--- src/rtl/rtc_calendar.sv ---
// rtc_calendar
//   Divides the system clock down to a 1 Hz advance and keeps a binary
//   calendar for years 2000-2099 (year field = years since 2000). A
//   validated load port sets all six fields at once.
//
// Ports
//   clk         system clock, rising edge
//   rst         asynchronous reset, active low
//   run         1 = prescaler counts, 0 = time and prescaler frozen
//   load        request to load the set_* fields (evaluated every cycle)
//   set_*       candidate year/month/day/hour/minute/second
//   year..second  registered calendar fields
//   tick_1hz    one-cycle pulse aligned with each one-second advance
//   load_err    one-cycle pulse when a load request is rejected
module rtc_calendar #(
  parameter int unsigned CLK_HZ = 50000000
) (
  input  logic       clk,
  input  logic       rst,
  input  logic       run,
  input  logic       load,
  input  logic [6:0] set_year,
  input  logic [3:0] set_month,
  input  logic [4:0] set_day,
  input  logic [4:0] set_hour,
  input  logic [5:0] set_minute,
  input  logic [5:0] set_second,
  output logic [6:0] year,
  output logic [3:0] month,
  output logic [4:0] day,
  output logic [4:0] hour,
  output logic [5:0] minute,
  output logic [5:0] second,
  output logic       tick_1hz,
  output logic       load_err
);

  localparam int unsigned    PW      = $clog2(CLK_HZ);
  localparam logic [PW-1:0]  PRE_MAX = PW'(CLK_HZ - 1);

  logic [PW-1:0] prescaler;

  // Leap rule year[1:0]==0 is exact across 2000-2099 (2000 is a leap year).
  function automatic logic [4:0] days_in_month(input logic [3:0] m,
                                               input logic [6:0] y);
    logic [4:0] d;
    case (m)
      4'd4, 4'd6, 4'd9, 4'd11: d = 5'd30;
      4'd2:                    d = (y[1:0] == 2'b00) ? 5'd29 : 5'd28;
      default:                 d = 5'd31;
    endcase
    return d;
  endfunction

  logic       load_ok;
  logic       advance;
  logic [4:0] dim;
  logic       c_min, c_hour, c_day, c_month, c_year;
  logic [6:0] n_year;
  logic [3:0] n_month;
  logic [4:0] n_day;
  logic [4:0] n_hour;
  logic [5:0] n_minute;
  logic [5:0] n_second;

  always_comb begin
    load_ok = (set_year   <= 7'd99) &&
              (set_month  >= 4'd1) && (set_month <= 4'd12) &&
              (set_day    >= 5'd1) &&
              (set_day    <= days_in_month(set_month, set_year)) &&
              (set_hour   <= 5'd23) &&
              (set_minute <= 6'd59) &&
              (set_second <= 6'd59);
  end

  assign advance = run && (prescaler == PRE_MAX);

  // Whole carry chain resolved in one cycle from the current fields.
  always_comb begin
    n_year   = year;
    n_month  = month;
    n_day    = day;
    n_hour   = hour;
    n_minute = minute;
    dim      = days_in_month(month, year);

    c_min    = (second == 6'd59);
    n_second = c_min ? '0 : second + 6'd1;

    c_hour = c_min && (minute == 6'd59);
    if (c_min)
      n_minute = (minute == 6'd59) ? '0 : minute + 6'd1;

    c_day = c_hour && (hour == 5'd23);
    if (c_hour)
      n_hour = (hour == 5'd23) ? '0 : hour + 5'd1;

    c_month = c_day && (day == dim);
    if (c_day)
      n_day = (day == dim) ? 5'd1 : day + 5'd1;

    c_year = c_month && (month == 4'd12);
    if (c_month)
      n_month = (month == 4'd12) ? 4'd1 : month + 4'd1;

    if (c_year)
      n_year = (year == 7'd99) ? '0 : year + 7'd1;
  end

  // An accepted load overrides any advance due on the same cycle. A
  // rejected load only raises load_err; timekeeping carries on as if the
  // request had not been made.
  always_ff @(posedge clk or negedge rst) begin
    if (!rst) begin
      prescaler <= '0;
      year      <= '0;
      month     <= 4'd1;
      day       <= 5'd1;
      hour      <= '0;
      minute    <= '0;
      second    <= '0;
      tick_1hz  <= 1'b0;
      load_err  <= 1'b0;
    end else begin
      tick_1hz <= 1'b0;
      load_err <= 1'b0;
      if (load && load_ok) begin
        prescaler <= '0;
        year      <= set_year;
        month     <= set_month;
        day       <= set_day;
        hour      <= set_hour;
        minute    <= set_minute;
        second    <= set_second;
      end else begin
        if (load)
          load_err <= 1'b1;
        if (advance) begin
          prescaler <= '0;
          tick_1hz  <= 1'b1;
          year      <= n_year;
          month     <= n_month;
          day       <= n_day;
          hour      <= n_hour;
          minute    <= n_minute;
          second    <= n_second;
        end else if (run) begin
          prescaler <= prescaler + 1'b1;
        end
      end
    end
  end

endmodule

--- config.mk ---
export PLATFORM = sky130hd
export DESIGN_NAME = rtc_calendar
export DESIGN_NICKNAME = d
export VERILOG_FILES = /design/src/rtl/rtc_calendar.sv
export SDC_FILE = /design/constraint.sdc
export NUM_CORES = 1
export LEC_CHECK = 0
export ABC_AREA = 0
export BUFFER_PORTS_ARGS = -buffer_cell sky130_fd_sc_hd__buf_2
export CAP_MARGIN = 0
export CORE_UTILIZATION = 51
export CTS_CLUSTER_SIZE = 14
export DETAILED_ROUTE_END_ITERATION = 16
export PLACE_DENSITY = 0.77
export SYNTH_ARGS = -nofsm -noshare
export SYNTH_HDL_FRONTEND = slang
export SYNTH_SLANG_ARGS = --single-unit
--- constraint.sdc ---
create_clock -name clk -period 2.17 [get_ports clk]
set_input_delay 0.217 -clock clk [delete_from_list [all_inputs] [get_ports clk]]
set_output_delay 0.217 -clock clk [all_outputs]
set_load 0.1 [all_outputs]
==> summary.txt <==
Cells and area
  – Fin area: 5050 sq um
  – Synth-to-layout area growth: 28.9%
  – Inserted Diodes: 0
  – Commonest non-fill, non-tap cells in the layout: 71 x buf_2, 54 x nor2_1, 46 x nand2_1
  – Multi-input logic area: roughly 2400 sq um
  – Register area: 1590 sq um
  – Most common cell after layout, fill and taps aside: buf_2
  – Final #Nets: 607
  – Share of cells above drive strength 1: 0.335
  – Layout fillers: around 570
  – Post-Layout Cell Count: about 660

Placement
  – Cell area after placement: 4730 sq um
  – Setup WS pre-CTS: -0.0921 ns
  – Placed insts: 639
  – GPL Wtd Cong: between 0.8 and 0.9
  – PortBufs: 71
  – DP Wirelength: approximately 7600 um

Floorplan
  – I/O pin total: 72
  – Core Footprint: about 7300 sq um
  – # rows: 31
  – Die height: between 80 and 90 um
  – Die X: 89.6 um
  – Die area: 8030 sq um
  – Starting Density: 0.534

Logic synthesis
  – FF+latch count, synth: 61
  – Asr flop ratio synth: 1.00
  – Area share of the largest cell type after synthesis: 0.377
  – Area of the mapped netlist: ~3900 sq um
  – Synth area leader: dfrtp_1
  – Synth unique cells: between 50 and 60
  – Total number of yosys warnings: 0
  – Mapped Cells: 446
  – Syn_nets: between 400 and 500
  – Number of flops mapped to enable cells by yosys: 0
  – Most common flop cell mapped by yosys: dfrtp_1
  – Seq/Total Area, Yosys: 0.390
  – Synth Area per Inst: just under 9 sq um
  – Synth area leaders: dfrtp_1 38%, nor2_1 5.5%, nand2_1 4.4%, ha_1 4.2%, a31oi_1 3.8%

STA
  – Worst clock skew: around 0.011 ns
  – Final setup viols: 7
  – TNS Setup: -0.285 ns
  – Worst-margin pin slew: 0.487 ns
  – Setup slack after layout: -0.112 ns
  – Fin crit share: 1.05
  – RSZ-0062 raised after global routing: true
  – Fmax: 438 MHz
  – Final Hold Fails: 0
  – Worst hold slack: 0.0736 ns
  – Final slew viol count: 0
  – Normalized max-slew margin: 0.672
  – Tmin final: about 2.3 ns

Route
  – DR WL/cell: ~15 um
  – Via-to-Cell Ratio: approximately 6
  – Post-route ant nets: 0
  – Starting DRT DRC Count: 254
  – Routed vias: around 3900
  – Detailed-route DRC error count: 0
  – Initial DRT Pass Iterations: 5
  – Post-Route WL: 10200 um

Power and ir drop
  – VDD IR max: 0.745 mV
  – Cell leakage power: between 0.002 and 0.0025 uW
  – Pwr/cell area: roughly 940 nW/um^2

Setup path
  – Crit end category: flop
  – Startpoint types: flop
  – Flop-to-flop setup slack: -0.11 ns
  – Worst r2r src: month[0]
  – R2R cell count: 8
  – CP arrival: about 2.5 ns
  – Req. time, crit path: 2.43 ns
  – Worst reg2reg endpoint: month[2]
  – Setup CP Type: flop to flop
  – Crit-path max FO: 5

Status
  – Failing checks: setup timing
  – Status: finished with violations

Global routing
  – Total grt overflow: 0
  – Pin count of the biggest net entering global routing: 62
  – First-pass GRT wire length: 16200 um
  – Number of global-route vias before repair: 3465
  – Antenna violations before repair: 0
  – Total track usage: 0.266

Worst hold path
  – Hold Path Depth: 3
  – HP Start: set_hour[2]
  – Worst-case hold path end point: hour[2]
  – Worst hold path class: input port to flop

Clocking
  – CTS tree: built
  – Root Buffer: clkbuf_8
  – CTS clock-pin slew for the worst setup and hold paths: 0.07 ns
  – Max H-tree Level: 3
  – CTS Sinks: 61
  – Maximum buffer depth of the clock tree: 2
  – TritonCTS buffer count: 9
  – Later-pin clock latency in the skew report: roughly 0.35 ns

Flow run
  – Max-cap violations: 0
-- synthesized netlist by cell type (4+ instances only) --
master	count
nand2_1	46
and2_1	6
mux2i_1	7
ha_1	13
dfrtp_1	59
or3_1	10
and4_1	5
and3_1	10
nor3_1	11
a21oi_1	15
nand3_1	28
nor4_1	4
xnor2_1	7
inv_1	11
xor2_1	13
o21ai_0	29
nand4_1	11
nor2b_1	4
nor2_1	57
a31oi_1	24
nor3b_1	5
nand4b_1	4
clkbuf_1	10
-- worst max path at each step --
stage                         from       end  slack [ns]  cells past startpoint
final                     month[0]  month[2]       -0.11                      8
after global routing      month[0]  month[2]       -0.16                      8
after CTS                 month[0]  month[2]       -0.08                      8
after detailed placement  month[0]  month[2]       -0.09                      8
after global placement    month[0]   year[5]       -0.02                      8
after floorplan           month[0]  month[2]       -0.23                      8
-- area by class of cell --
type | count | area share
Clock buffer | 13 | 0.0354
Multi-Input combinational cell | 361 | 0.474
Clock inverter | 3 | 0.00347
Tap cell | 99 | 0.0245
Inverter | 11 | 0.00868
Sequential cell | 61 | 0.315
Timing Repair Buffer | 113 | 0.139
-- timing repair --
action	4_1_cts	5_1_grt
endpoints found under the setup margin	13	22
endpoints found under the hold margin	59	0
pin swaps	8	6
setup buffers	1	4
gates resized for setup	5	12
hold buffers	1	0
-- power by group --
part	internal, uW	switching (uW)
registers	1350	246
logic	544	1620
clock network	536	460
total	2430	2320
-- registers in the layout, summed over array words and instances (netlist names) --
| signal | count |
|---|---|
| day | 5 |
| hour | 5 |
| load_err | 1 |
| minute | 6 |
| month | 4 |
| prescaler | 26 |
| second | 6 |
| tick_1hz | 1 |
| year | 7 |
-- worst max-delay path: stages (launching register included) --
cell      delay, ns
dfstp_4        0.65
buf_4          0.13
ha_4           0.13
nor2_2         0.04
o221ai_4       0.24
xor2_4         0.26
nand4_4        0.15
or3b_1         0.38
a31oi_1        0.21
-- metrics by stage --
step           utilization  power [uW]
2_1_floorplan            -        3220
3_3_place_gp         0.646        3670
3_5_place_dp         0.646        3720
4_1_cts              0.677        4740
5_1_grt              0.689        4980
6_report             0.689        4760
-- logic make-up (layout without fill, tap and decap cells) --
| group | after synthesis | count (layout) | share of synthesized area |
|---|---|---|---|
| xor+xnor | 21 | 21 | 0.0518 |
| fa+ha+maj | 13 | 13 | 0.0415 |
| compound gates | 84 | 84 | 0.130 |
| mux | 7 | 7 | 0.0179 |
| buf+inv | 24 | 140 | 0.0243 |
| flops | 61 | 61 | 0.390 |
| simple gates | 236 | 236 | 0.344 |
-- routing by layer --
| layer | global-route usage | wire (um) | up-vias |
|---|---|---|---|
| li1 | - | - | 1855 |
| met1 | 0.366 | 4530 | 1834 |
| met2 | 0.426 | 4860 | 155 |
| met3 | 0.0393 | 621 | 20 |
| met4 | 0.0996 | 201 | 0 |
| met5 | 0 | 0 | - |
Power figures use the tool's default switching activity.
